[src/rtl/bit_frame_tx.sv]
// bit_frame_tx
//   Serializer feeding a start-bit sampling FSM. A word is accepted over a
//   valid/ready handshake into a one-entry hold register. Each data bit is
//   then sent as a 3-cycle frame on ser_out: start (1), gap (0), data (d).
//   An optional run of idle cycles can follow each word.
//
// Ports
//   clk        in   clock, rising edge
//   reset      in   asynchronous, active-high; clears all state
//   s_valid    in   upstream word valid
//   s_ready    out  block can accept a word (hold register empty)
//   s_data     in   DATA_W-bit word, captured on s_valid & s_ready
//   ser_out    out  registered serial frame stream
//   data_phase out  high in every DATA cycle
//   word_done  out  one-cycle pulse during the last DATA cycle of a word
//   busy       out  a word is being sent or is waiting in the hold register
module bit_frame_tx #(
  parameter int DATA_W     = 8,
  parameter int GAP_CYCLES = 0,
  parameter int LSB_FIRST  = 0
) (
  input  logic              clk,
  input  logic              reset,
  input  logic              s_valid,
  output logic              s_ready,
  input  logic [DATA_W-1:0] s_data,
  output logic              ser_out,
  output logic              data_phase,
  output logic              word_done,
  output logic              busy
);

  // Sized to hold DATA_W itself so it never wraps within a word.
  localparam int CNT_W = $clog2(DATA_W + 1);

  typedef enum logic [2:0] {IDLE, START, GAP, DATA, PAUSE} state_t;

  state_t            state;
  logic              hold_valid;
  logic [DATA_W-1:0] hold_data;
  logic [DATA_W-1:0] shift_reg;
  logic [CNT_W-1:0]  bit_cnt;
  logic [7:0]        pause_cnt;

  logic              cur_bit;
  logic              last_bit;
  logic              word_end;
  logic              load_now;
  logic [DATA_W-1:0] shift_next;

  assign cur_bit    = (LSB_FIRST != 0) ? shift_reg[0] : shift_reg[DATA_W-1];
  assign shift_next = (LSB_FIRST != 0) ? (shift_reg >> 1) : (shift_reg << 1);
  assign last_bit   = (bit_cnt == CNT_W'(1));

  // word_end marks an edge where the shifter becomes free: idle, the last DATA
  // cycle when no pause follows, or the final pause cycle.
  assign word_end = (state == IDLE)
                 || (state == DATA && last_bit && GAP_CYCLES == 0)
                 || (state == PAUSE && pause_cnt <= 8'd1);
  assign load_now = word_end && hold_valid;

  assign s_ready = ~hold_valid;
  assign busy    = (state != IDLE) || hold_valid;

  // Outputs are loaded with the value belonging to the next state, so they
  // are plain flops aligned with the state register.
  always_ff @(posedge clk or posedge reset) begin
    if (reset) begin
      state      <= IDLE;
      hold_valid <= 1'b0;
      hold_data  <= '0;
      shift_reg  <= '0;
      bit_cnt    <= '0;
      pause_cnt  <= '0;
      ser_out    <= 1'b0;
      data_phase <= 1'b0;
      word_done  <= 1'b0;
    end else begin
      ser_out    <= 1'b0;
      data_phase <= 1'b0;
      word_done  <= 1'b0;

      // Accept requires an empty hold register and a move requires a full
      // one, so these two writes of hold_valid never coincide.
      if (s_valid && !hold_valid) begin
        hold_data  <= s_data;
        hold_valid <= 1'b1;
      end

      if (load_now) begin
        shift_reg  <= hold_data;
        bit_cnt    <= CNT_W'(DATA_W);
        hold_valid <= 1'b0;
        state      <= START;
        ser_out    <= 1'b1;
      end else if (word_end) begin
        state     <= IDLE;
        bit_cnt   <= '0;
        pause_cnt <= '0;
      end else begin
        case (state)
          START: state <= GAP;
          GAP: begin
            state      <= DATA;
            ser_out    <= cur_bit;
            data_phase <= 1'b1;
            word_done  <= last_bit;
          end
          DATA: begin
            if (!last_bit) begin
              shift_reg <= shift_next;
              bit_cnt   <= bit_cnt - CNT_W'(1);
              state     <= START;
              ser_out   <= 1'b1;
            end else begin
              // Only reached when a pause follows the word.
              state     <= PAUSE;
              pause_cnt <= 8'(GAP_CYCLES);
              bit_cnt   <= '0;
            end
          end
          PAUSE:   pause_cnt <= pause_cnt - 8'd1;
          default: state <= IDLE;
        endcase
      end
    end
  end

endmodule
[config.mk]
export PLATFORM = sky130hd
export DESIGN_NAME = bit_frame_tx
export DESIGN_NICKNAME = d
export VERILOG_FILES = /design/src/rtl/bit_frame_tx.sv
export SDC_FILE = /design/constraint.sdc
export NUM_CORES = 1
export LEC_CHECK = 0
export CORE_ASPECT_RATIO = 0.75
export CORE_UTILIZATION = 59
export CTS_BUF_LIST = sky130_fd_sc_hd__clkbuf_8
export CTS_CLUSTER_DIAMETER = 100
export DETAILED_ROUTE_END_ITERATION = 10
export GPL_TIMING_DRIVEN = 0
export HOLD_SLACK_MARGIN = 0.12
export PLACE_DENSITY = 0.79
export SETUP_SLACK_MARGIN = 0.5
export SYNTH_ARGS = -nofsm -noshare
export SYNTH_HDL_FRONTEND = slang
export SYNTH_SLANG_ARGS = --single-unit
export TNS_END_PERCENT = 10
[constraint.sdc]
create_clock -name clk -period 2.8 [get_ports clk]
set_input_delay 0.56 -clock clk [delete_from_list [all_inputs] [get_ports clk]]
set_output_delay 0.56 -clock clk [all_outputs]
set_load 0.1 [all_outputs]
---- Word-level counts from Yosys, hierarchy flattened ----
Index checks and enable logic that the tools add are counted.
word-level totals
  register bits ........................... 35
  bits in latches ......................... 0
  RAM bits ................................ 0
  ROM bits ................................ 0
  input bits .............................. 11
  word-level logic and storage cells ...... 66
  memories ................................ 0
cells by class
  add/sub/neg operators ................... 2
  $mul .................................... 0
  divide/modulo/power cells ............... 0
  order comparisons ....................... 1
  equal/unequal tests ..................... 9
  shifts and indexed selects .............. 0
  mux-type cells .......................... 27
  bitwise operators ....................... 2
  reductions and logical operators ........ 16
operator list
  operator               number
  $mux W8                6
  $mux W4                4
  $pmux W8 S2            1
  $pmux W3 S4            1
  $mux W1                11
  $mux W3                3
  $reduce_bool A3 Y1     3
  $le A8 B1 Y1 const B   1
  $sub A8 B1 Y8 const B  1
  $eq A3 B2 Y1 const B   2
  $ne A3 B3 Y1 const B   2
  $reduce_and A3 Y1      2
  $eq A4 B1 Y1 const B   1
  $logic_and A1 B1 Y1    4
  $ne A2 B1 Y1 const B   2
  $reduce_bool A2 Y1     2
  $sub A4 B1 Y4 const B  1
  $eq A3 B1 Y1 const B   1
  $eq A3 B3 Y1 const B   1
  $logic_not A3 Y1       1
  $logic_or A1 B1 Y1     3
  $not A1 Y1             2
  $pmux W1 S2            1
  $logic_not A1 Y1       1

---- Depth between registers and ports, before layout ----
Gate-level depths: netlist of the first run.
  word-level depth ........................ 7
  mapped depth ............................ 7
  mapped depth without buffers ............ 6

---- Least setup slack after synthesis of the first run ----
No wires, ideal clock.
  path type ............................... register to register
  start point ............................. reg pause_cnt[2]
  end point ............................... reg shift_reg[2]
  arrival time ............................ 1.930 ns
  required time ........................... 2.675 ns
  setup slack ............................. 0.745 ns
  stages on the path, launching flop included .. 6
  buffers on the path ..................... 1
  clock period less this slack ............ 2.055 ns
  cells stage by stage .................... dfrtp_1 or4_4 nor4_4 o21ai_2 buf_6 mux2_4
on the way
  cells in the longest elaborated chain, start to end .. 6
  elaborated cells between the ends (all ways) .. 9
RTL lines
  element                                                                     RTL line  text
  start, declared                                                             43        logic [7:0] pause_cnt;
  start signal, assigned                                                      118       pause_cnt <= 8'(GAP_CYCLES);
  start signal, assigned                                                      122       PAUSE: pause_cnt <= pause_cnt - 8'd1;
  $le A8 B1 Y1 (*)                                                            59        || (state == PAUSE && pause_cnt <= 8'd1);
  $logic_and A1 B1 Y1 (*)                                                     59
  $logic_or A1 B1 Y1 (*)                                                      59
  $logic_and A1 B1 Y1                                                         60        assign load_now = word_end && hold_valid;
  $ne A2 B1 Y1 (no source line) / $reduce_bool A2 Y1 (equally long branches)  --
  $reduce_and A3 Y1 (no source line)                                          --
  end signal, assigned                                                        91        shift_reg <= hold_data;
  end signal, assigned                                                        111       shift_reg <= shift_next;
  end, declared                                                               41        logic [DATA_W-1:0] shift_reg;
Every way passes the cells marked *; elsewhere a longest branch is shown, timed or not.
A chain may end at the register's enable or synchronous reset.

---- Worst setup path after layout of the first run ----
  start point ............................. reg data_phase
  end point ............................... out data_phase
RTL lines
  element                 RTL line  text
  start, declared         28        output logic data_phase,
  start signal, assigned  76        data_phase <= 1'b0;
  start signal, assigned  80        data_phase <= 1'b0;
  start signal, assigned  106       data_phase <= 1'b1;
No word-level cell between the ends.

==> results of run 1 <==
## cell usage after synthesis
master / n
o21ai_2: 1
clkbuf_1: 3
inv_1: 10
a2111oi_0: 1
buf_6: 1
mux2_4: 6
o22ai_1: 2
o31ai_1: 1
or4_4: 1
ha_1: 4
nand3b_1: 1
xor2_1: 3
or2_2: 1
a21o_1: 4
dfrtp_1: 35
or3b_2: 2
o21ai_0: 5
o221a_2: 1
or4_1: 2
nand2_1: 6
nand3_1: 2
nor2b_1: 3
mux2i_1: 1
nor3_1: 4
xnor2_1: 1
o2bb2ai_1: 2
or3_1: 4
mux2_2: 16
a22o_1: 3
a21oi_1: 4
nand2b_1: 1
a21boi_2: 1
nor4_1: 1
o31ai_4: 1
nor2_1: 6
o21bai_1: 1
nor3b_1: 2
nor4_4: 1
## layout make-up
type | instances | area, um^2 | share of cell area
sequential | 35 | 875.8 | 0.4332
multi-input combinational | 95 | 800.8 | 0.3960
timing repair buffer | 16 | 156.4 | 0.07735
clock buffer | 5 | 68.82 | 0.03403
tap | 36 | 45.04 | 0.02228
inverter | 10 | 37.54 | 0.01856
buffer | 4 | 22.52 | 0.01114
clock inverter | 3 | 15.01 | 0.007426
## stage by stage
stage / worst slack [ns] / hold slack (ns) / instance area, um^2
3_3_place_gp: 0.2133 / 0.4837 / 1929
6_report: 0.5067 / 0.4920 / 2022
4_1_cts: 0.3402 / 0.5008 / 2013
2_1_floorplan: 0.7453 / 0.4568 / 1734
3_5_place_dp: 0.1608 / 0.4829 / 1929
5_1_grt: 0.4676 / 0.5198 / 2022
## kinds of logic (layout without fill, tap and decap cells)
group / Yosys count / after routing / synth area share
and+or+nand+nor: 37 / 37 / 0.1299
DFF: 35 / 35 / 0.5051
AOI/OAI and AO/OA: 27 / 27 / 0.1198
buffers and inverters: 14 / 38 / 0.03463
xor gates and xnor gates: 4 / 4 / 0.02021
adders and majority gates: 4 / 4 / 0.02886
muxes: 23 / 23 / 0.1616
## worst max-delay path by stage
stage / endpoint / slack, ns / depth (start not counted)
after floorplan: shift_reg[2] / 0.75 / 5
after global placement: busy / 0.21 / 3
after detailed placement: busy / 0.16 / 3
after CTS: busy / 0.34 / 3
after global routing: shift_reg[4] / 0.47 / 5
final: data_phase / 0.51 / 1
## power by group through the flow
| stage | Sequential (mW) | Clock, mW | Combinational, mW |
|---|---|---|---|
| 2_1_floorplan | 0.887 | 0 | 0.753 |
| 3_5_place_dp | 0.801 | 0 | 1.06 |
| 4_1_cts | 0.793 | 0.361 | 1.05 |
| 5_1_grt | 0.814 | 0.380 | 1.15 |
| 3_3_place_gp | 0.787 | 0 | 1.02 |
| 6_report | 0.791 | 0.352 | 1.05 |
## per-layer routing
layer / track usage / vias to the layer above / part of all wire
li1: - / 561 / -
met5: 0 / - / 0
met1: 0.3302 / 550 / 0.50
met4: 0.1074 / 0 / 0.013
met3: 0.06075 / 6 / 0.042
met2: 0.3474 / 24 / 0.44
## timing repair
item	in CTS	in global routing
setup endpoints to repair	11	11
setup buffers	0	1
resized for setup	4	6
hold buffers	0	0
hold endpoints to repair	0	0
pin swaps	0	1
==> metrics.txt, run 1 <==
outcome=completed; Cells after Synth=144; final WL=3130 um; Final Net Count=182; Lkg Pwr=1.004 nW; Placer Congestion=0.7762; Psw=0.8655 mW; DIE WIDTH=64.60 um; post-synth top area cell=dfrtp_1; CP Cell Sequence=clkdlybuf4s50_1; Power Density=1087 nW/um^2; post-route ant nets=0; RSZ-0062 raised after global routing=yes; initial antenna violation count=0; Comb pwr share=0.480; Syn Nets=159; area grow syn2layout=16.59%; register area share after synthesis=0.5051; average size of a mapped cell=12.04 um^2; first drt pass iteration count=4; GRT Total Usage=0.2368; sequential power share=0.360; Overall Power=2.197 mW; DRC=0; Worst Setup SP=data_phase; Hold Vio Cnt, Final=0; Max stage delay cell, worst path=clkdlybuf4s50_1; non-filler cells, final=204; # fillers=194; maximum vdd drop=0.5269 mV; crit end category=output pin; first-pass GRT wire length=5547 um; worst-skew pair later-pin latency=0.29 ns; r2r startpoint=pause_cnt[2]; total I/O pin count=16; Cells after DPL=195; number of clock sinks=35; fin. max-slew vios=0; slew of the pin with the lowest slew margin=0.9604 ns; Final Util=0.7481; global route total overflow=0; Final Cycle Share=0.8191; largest net degree at the start of global routing=36; vias in the first global route=1196; dpl hpwl=2208 um; worst-path fanout max=1; buffer depth of the longest clock path=2; Critical R2R Capture=pause_cnt[0]; H-tree levels=2; crit-path max cell delay=1.12 ns; Int Pwr=1.332 mW; Hold Startpoint=shift_reg[7]; CTS tree=built; crit path buf inv count=1; Worst Hold Depth=2; max_slew headroom=0.3587; DIE AREA=3162 um^2; Via density=5.593; CP Launch Type=flop; core area=2703 um^2; area share of the largest cell type after synthesis=0.5051; Clk pwr share=0.160; clk_skew=0.01040 ns; WS Path Type=reg2out; Worst Hold Class=reg2reg; Port-buffer cells=15; Initial Util=0.6417; root buf cell=clkbuf_8; Worst Path Arrival=1.73 ns; most frequent cells in the layout=dfrtp_1, mux2_2, clkdlybuf4s50_1, inv_1; R2R cell count=4; largest cells by area after synthesis=dfrtp_1, mux2_2, mux2_4; CP required=2.24 ns; Hold Path End=ser_out; cell family with most CP delay=buffers and inverters; Ys Warns=0; most common cell after layout, fill and taps aside=dfrtp_1; synthesized cell area=1734 um^2; Max-Cap Viols=0; Vias=1141; fmax=436.0 MHz; sw frac=0.3939; Synth Register Bits=35; Die Height=48.95 um; layout cells sized above 1=0.2619; Sum Neg Setup Slack=0 ns; CTS buffer count=5; min cycle time layout=2.293 ns; n_diodes=0; FF-to-FF setup slack=0.61 ns; Rows=16; Starting DRT DRC Count=75; synth unique cells=38; Worst-path clk slew=0.07 ns; final number of setup-violating endpoints=0; routed len/inst=15.34 um
Power figures use the tool's default switching activity.
==> run 2: changes to the inputs <==
--- a/config.mk
+++ b/config.mk
@@ -6,13 +6,13 @@
 export NUM_CORES = 1
 export LEC_CHECK = 0
 export CORE_ASPECT_RATIO = 0.75
-export CORE_UTILIZATION = 59
+export CORE_UTILIZATION = 53
 export CTS_BUF_LIST = sky130_fd_sc_hd__clkbuf_8
 export CTS_CLUSTER_DIAMETER = 100
 export DETAILED_ROUTE_END_ITERATION = 10
 export GPL_TIMING_DRIVEN = 0
 export HOLD_SLACK_MARGIN = 0.12
-export PLACE_DENSITY = 0.79
+export PLACE_DENSITY = 0.74
 export SETUP_SLACK_MARGIN = 0.5
 export SYNTH_ARGS = -nofsm -noshare
 export SYNTH_HDL_FRONTEND = slang
==> constraint.sdc (replaced) <==
create_clock -name clk -period 1.9 [get_ports clk]
set_input_delay 0.38 -clock clk [delete_from_list [all_inputs] [get_ports clk]]
set_output_delay 0.38 -clock clk [all_outputs]
set_load 0.1 [all_outputs]
==> run 2 against run 1 <==
Compared with the run above: the run now ends with negative setup slack left; clock skew down 0.0021 ns; register-to-register slack lost 0.66 ns; sequential power grew 49%; sequential share of layout area is 3.2 points lower; combinational power increased by 68%; largest power group unchanged.
==> metrics.txt, run 2 (synthesized netlist as in run 1, its figures left out) <==
Final Hold Slack=0.4973 ns (+0.005357 ns); buffer depth of the longest clock path=2 (unchanged); routed len/inst=16.01 um (+4.3%); layout cells sized above 1=0.3693 (+0.1074); crit path buf inv count=2 (+1); CP required=1.52 ns (-0.72 ns); H-tree levels=2 (unchanged); area grow syn2layout=26.26%; vias in the first global route=1186 (-0.84%); most frequent cells in the layout=dfrtp_1, mux2_2, buf_4, clkdlybuf4s50_1, inv_1; Max stage delay cell, worst path=or4_1; min cycle time layout=1.962 ns; Rows=17 (+1); Placer Congestion=0.8468 (+9.1%); fmax=509.8 MHz; Overall Power=3.637 mW (+66%); Worst-path clk slew=0.07 ns (about the same); CTS Hold Buffers Added=0 (unchanged); most common cell after layout, fill and taps aside=dfrtp_1; Die Height=51.54 um (+5.3%); outcome=complete, but fails checks; CTS tree=built; n_diodes=0 (unchanged); Initial Util=0.5742 (-0.06752); post-route ant nets=0 (unchanged); number of clock sinks=35 (unchanged); crit end category=output pin; Sum Neg Setup Slack=-0.3676 ns (-0.3676 ns); Final Net Count=190 (+4.4%); largest net degree at the start of global routing=36 (unchanged); total I/O pin count=16 (unchanged); worst-path fanout max=9 (+8); first drt pass iteration count=4 (unchanged); cell area after layout=2190 um^2 (+8.3%); maximum vdd drop=0.9923 mV (+88%); CTS buffer count=5 (unchanged); WS Path Type=reg2out; final number of setup-violating endpoints=9 (+9); slew of the pin with the lowest slew margin=0.7354 ns (-0.2251 ns); RSZ-0062 raised after global routing=yes; Max-Cap Viols=0 (unchanged); Post-DP Area=1937 um^2 (+0.39%); Final Cycle Share=1.032; cell family with most CP delay=simple AND/OR/NAND/NOR gates; Worst Path Arrival=1.58 ns (-0.15 ns); CP Cell Sequence=clkbuf_2 > or4_1 > buf_6; DIE WIDTH=68.05 um (+5.3%); Power Density=1661 nW/um^2 (+53%); Starting DRT DRC Count=67 (-11%); fin. max-slew vios=0 (unchanged); final WL=3426 um (+9.5%); Worst Hold Class=reg2reg; initial antenna violation count=0 (unchanged); root buf cell=clkbuf_8; failing checks=negative setup slack; first-pass GRT wire length=5513 um (-0.61%); Lkg Pwr=1.075 nW (+7.1%); Cells after DPL=197 (+1.0%); core area=3020 um^2 (+12%); Via density=5.682 (+1.6%); Port-buffer cells=15 (unchanged); fin worst setup slack=-0.06161 ns (-0.5683 ns); # fillers=212 (+9.3%); Hold Vio Cnt, Final=0 (unchanged); Vias=1216 (+6.6%); DIE AREA=3507 um^2 (+11%); non-filler cells, final=214 (+4.9%); crit-path max cell delay=0.54 ns (-0.58 ns); clk_skew=0.008269 ns (-0.002130 ns); CP Launch Type=flop; DRC=0 (unchanged); global route total overflow=0 (unchanged); GRT Total Usage=0.2234 (-0.01343); dpl hpwl=2208 um (about the same); worst-skew pair later-pin latency=0.29 ns (about the same); max_slew headroom=0.5087 (+0.1501)
-- run 2: cell types whose count changed in the layout (fill, tap and decap cells not counted), moves of 2 or more --
| cell | change |
|---|---|
| buf_6 | +2 |
| clkbuf_1 | -3 |
| buf_4 | +11 |
| dfrtp_1 | -2 |
| clkdlybuf4s50_1 | -2 |
| or3b_2 | -2 |
| clkinv_2 | -2 |
| or3b_4 | +2 |
| dfrtp_2 | +2 |
-- run 2: layer usage --
layer  GRT usage  share of wire
met5           0              0
met4     0.09375          0.013
met3     0.05921          0.043
met2      0.3480           0.51
met1      0.2934           0.44
-- run 2: power by group --
part / total [mW] / leakage [nW] / switching [mW] / internal, mW
Clock: 0.697 / 0.0612 / 0.273 / 0.424
Sequential: 1.18 / 0.438 / 0.154 / 1.02
Combinational: 1.76 / 0.575 / 0.928 / 0.835
Total: 3.64 / 1.07 / 1.35 / 2.28
-- run 2: path summary, 6_finish.rpt --
path	from	to	slack (ns)	cells past startpoint
max	state[0]	busy	-0.06	3
min	hold_data[5]	shift_reg[5]	0.50	1
max reg2reg	pause_cnt[3]	shift_reg[2]	-0.05	5
min reg2reg	hold_data[5]	shift_reg[5]	0.50	1
max in group asynchronous	reset	pause_cnt[0]	0.90	2
min in group asynchronous	reset	pause_cnt[5]	0.55	2
-- run 2: metrics by stage --
| step | setup WS, ns | util |
|---|---|---|
| 2_1_floorplan | -0.05922 | - |
| 6_report | -0.06161 | 0.7249 |
| 3_3_place_gp | -0.4961 | 0.6413 |
| 4_1_cts | -0.09594 | 0.7104 |
| 3_5_place_dp | -0.5144 | 0.6413 |
| 5_1_grt | -0.1004 | 0.7249 |
-- run 2: final cells by class --
type / count / area (um^2) / area share
timing repair buffer: 24 / 221.5 / 0.1011
clock inverter: 2 / 35.03 / 0.01600
buffer: 4 / 35.03 / 0.01600
inverter: 10 / 41.29 / 0.01886
clock buffer: 6 / 82.58 / 0.03771
sequential: 35 / 878.3 / 0.4011
tap: 38 / 47.55 / 0.02171
multi-input combinational: 95 / 848.3 / 0.3874
-- run 2: repair_timing --
item,4_1_cts,5_1_grt
setup buffers,6,3
setup endpoints to repair,71,26
pin swaps,9,5
gates resized for setup,46,8
==> run 3: changes to the inputs <==
--- a/config.mk
+++ b/config.mk
@@ -6,13 +6,13 @@
 export NUM_CORES = 1
 export LEC_CHECK = 0
 export CORE_ASPECT_RATIO = 0.75
-export CORE_UTILIZATION = 53
+export CORE_UTILIZATION = 52
 export CTS_BUF_LIST = sky130_fd_sc_hd__clkbuf_8
 export CTS_CLUSTER_DIAMETER = 100
 export DETAILED_ROUTE_END_ITERATION = 10
 export GPL_TIMING_DRIVEN = 0
 export HOLD_SLACK_MARGIN = 0.12
-export PLACE_DENSITY = 0.74
+export PLACE_DENSITY = 0.73
 export SETUP_SLACK_MARGIN = 0.5
 export SYNTH_ARGS = -nofsm -noshare
 export SYNTH_HDL_FRONTEND = slang
==> run 3 against run 2 <==
Compared with the run above: via count up 4.0%; critical endpoint is now shift_reg[4]; utilization up 1.0 points; count of clock-buffer cells in the layout up 1; highest routed layer unchanged; the run still ends with negative setup slack left; die area up 1.8%.
==> metrics.txt, run 3 (synthesized netlist as in run 1, its figures left out) <==
Port-buffer cells=15 (unchanged); Final Hold Slack=0.5077 ns (+0.01036 ns); Comb pwr share=0.518 (+0.033); final WL=3661 um (+6.9%); Rows=17 (unchanged); root buf cell=clkbuf_8; area grow syn2layout=29.87%; DIE WIDTH=68.68 um (+0.93%); min cycle time layout=1.992 ns (+0.03087 ns); Die Height=52.01 um (+0.91%); Int Pwr=2.273 mW (-0.39%); Overall Power=3.709 mW (+2.0%); Hold Startpoint=shift_reg[7]; maximum vdd drop=0.9498 mV (-4.3%); dpl hpwl=2172 um (-1.7%); fin worst setup slack=-0.09248 ns (-0.03087 ns); global route total overflow=0 (unchanged); total I/O pin count=16 (unchanged); layout cells sized above 1=0.4098 (+0.04052); Max-Cap Viols=0 (unchanged); R2R cell count=5 (unchanged); Sum Neg Setup Slack=-0.5956 ns (-0.2280 ns); largest net degree at the start of global routing=36 (unchanged); GRT Total Usage=0.2429 (+0.01954); Power Density=1647 nW/um^2 (-0.84%); post-route ant nets=0 (unchanged); Cells after DPL=197 (unchanged); RSZ-0062 raised after global routing=yes; first-pass GRT wire length=6058 um (+9.9%); slew of the pin with the lowest slew margin=0.7327 ns (-0.002681 ns); CP required=2.07 ns (+0.55 ns); Vias=1265 (+4.0%); most common cell after layout, fill and taps aside=dfrtp_1; Worst Path Arrival=2.17 ns (+0.59 ns); failing checks=negative setup slack; Via density=5.724 (+0.73%); buffer depth of the longest clock path=2 (unchanged); Lkg Pwr=1.115 nW (+3.7%); DRC=0 (unchanged); Placer Congestion=0.8054 (-4.9%); r2r startpoint=pause_cnt[5]; routed len/inst=16.57 um (+3.5%); Worst Hold Class=reg2reg; final number of setup-violating endpoints=8 (-1); fmax=501.9 MHz (-1.5%); core area=3063 um^2 (+1.4%); Starting DRT DRC Count=112 (+67%); Worst-path clk slew=0.07 ns (about the same); CTS buffer count=5 (unchanged); Initial Util=0.5662 (-0.007974); vias in the first global route=1294 (+9.1%); CP Launch Type=flop; H-tree levels=2 (unchanged); Final Util=0.7353 (+0.01036); Final Cycle Share=1.049 (+0.01625); Final Net Count=197 (+3.7%); FF-to-FF setup slack=-0.09 ns (-0.04 ns); outcome=complete, but fails checks; worst-path fanout max=5 (-4); worst-skew pair later-pin latency=0.29 ns (about the same); Critical R2R Capture=shift_reg[4]; clk_skew=0.008780 ns (+0.0005106 ns); most frequent cells in the layout=dfrtp_1, buf_4, mux2_2, clkdlybuf4s50_1, inv_1; Worst Hold Depth=2 (+1); sequential power share=0.321 (-0.003); number of clock sinks=35 (unchanged); first drt pass iteration count=4 (unchanged); CTS tree=built; Hold Path End=ser_out; Psw=1.436 mW (+6.0%); CTS Hold Buffers Added=0 (unchanged); DIE AREA=3572 um^2 (+1.8%); Clk pwr share=0.161 (-0.031); crit end category=flop; sw frac=0.3871 (+0.01466); n_diodes=0 (unchanged); # fillers=206 (-2.8%); fin. max-slew vios=0 (unchanged); max_slew headroom=0.5105 (+0.001791); Hold Vio Cnt, Final=0 (unchanged); WS Path Type=reg2reg; non-filler cells, final=221 (+3.3%); initial antenna violation count=0 (unchanged)
run 3: how the worst max path moves through the flow:
stage	start	endpoint	slack [ns]	cells past startpoint
after floorplan	pause_cnt[3]	shift_reg[2]	-0.06	5
after global placement	state[1]	busy	-0.48	3
after detailed placement	state[1]	busy	-0.50	3
after CTS	pause_cnt[5]	shift_reg[7]	-0.08	5
after global routing	pause_cnt[5]	shift_reg[7]	-0.18	5
final	pause_cnt[5]	shift_reg[4]	-0.09	5
run 3: worst max-delay path, cell delays in order, from the launching register on:
cell and delay, ns:
dfrtp_1 0.38, or4_4 0.60, nor4_4 0.29, o21ai_2 0.15
buf_6 0.16, mux2_4 0.30
run 3: stage by stage:
stage | area (um^2) | setup WS (ns)
6_report | 2252 | -0.09248
5_1_grt | 2252 | -0.1800
4_1_cts | 2182 | -0.08089
3_5_place_dp | 1937 | -0.5016
3_3_place_gp | 1937 | -0.4780
2_1_floorplan | 1739 | -0.05922
run 3: final cells by class:
| class | instances | area (um^2) | area share |
|---|---|---|---|
| Timing Repair Buffer | 31 | 275.3 | 0.1222 |
| Clock buffer | 7 | 96.34 | 0.04278 |
| Buffer | 4 | 35.03 | 0.01556 |
| Tap cell | 38 | 47.55 | 0.02111 |
| Inverter | 10 | 41.29 | 0.01833 |
| Clock inverter | 1 | 3.754 | 0.001667 |
| Multi-Input combinational cell | 95 | 875.8 | 0.3889 |
| Sequential cell | 35 | 877.1 | 0.3894 |
run 3: metal layers:
metal  up-vias  track usage  share of wire
met5         -            0              0
met3         9      0.05482          0.042
met1       629       0.3136           0.46
met4         0       0.1285          0.027
li1        586            -              -
met2        41       0.3775           0.48
run 3: power by group through the flow:
stage | Combinational, mW | Sequential, mW | Clock, mW
after detailed placement | 1.57 | 1.19 | 0
after floorplan | 1.12 | 1.31 | 0
after global placement | 1.52 | 1.16 | 0
after CTS | 1.83 | 1.18 | 0.608
after global routing | 2.07 | 1.22 | 0.634
final | 1.92 | 1.19 | 0.599
run 3: repair_timing:
action | CTS | global route
pin swaps | 13 | 10
endpoints found under the setup margin | 72 | 30
resized for setup | 50 | 12
buffers inserted | 10 | 5
cloned | 1 | 0
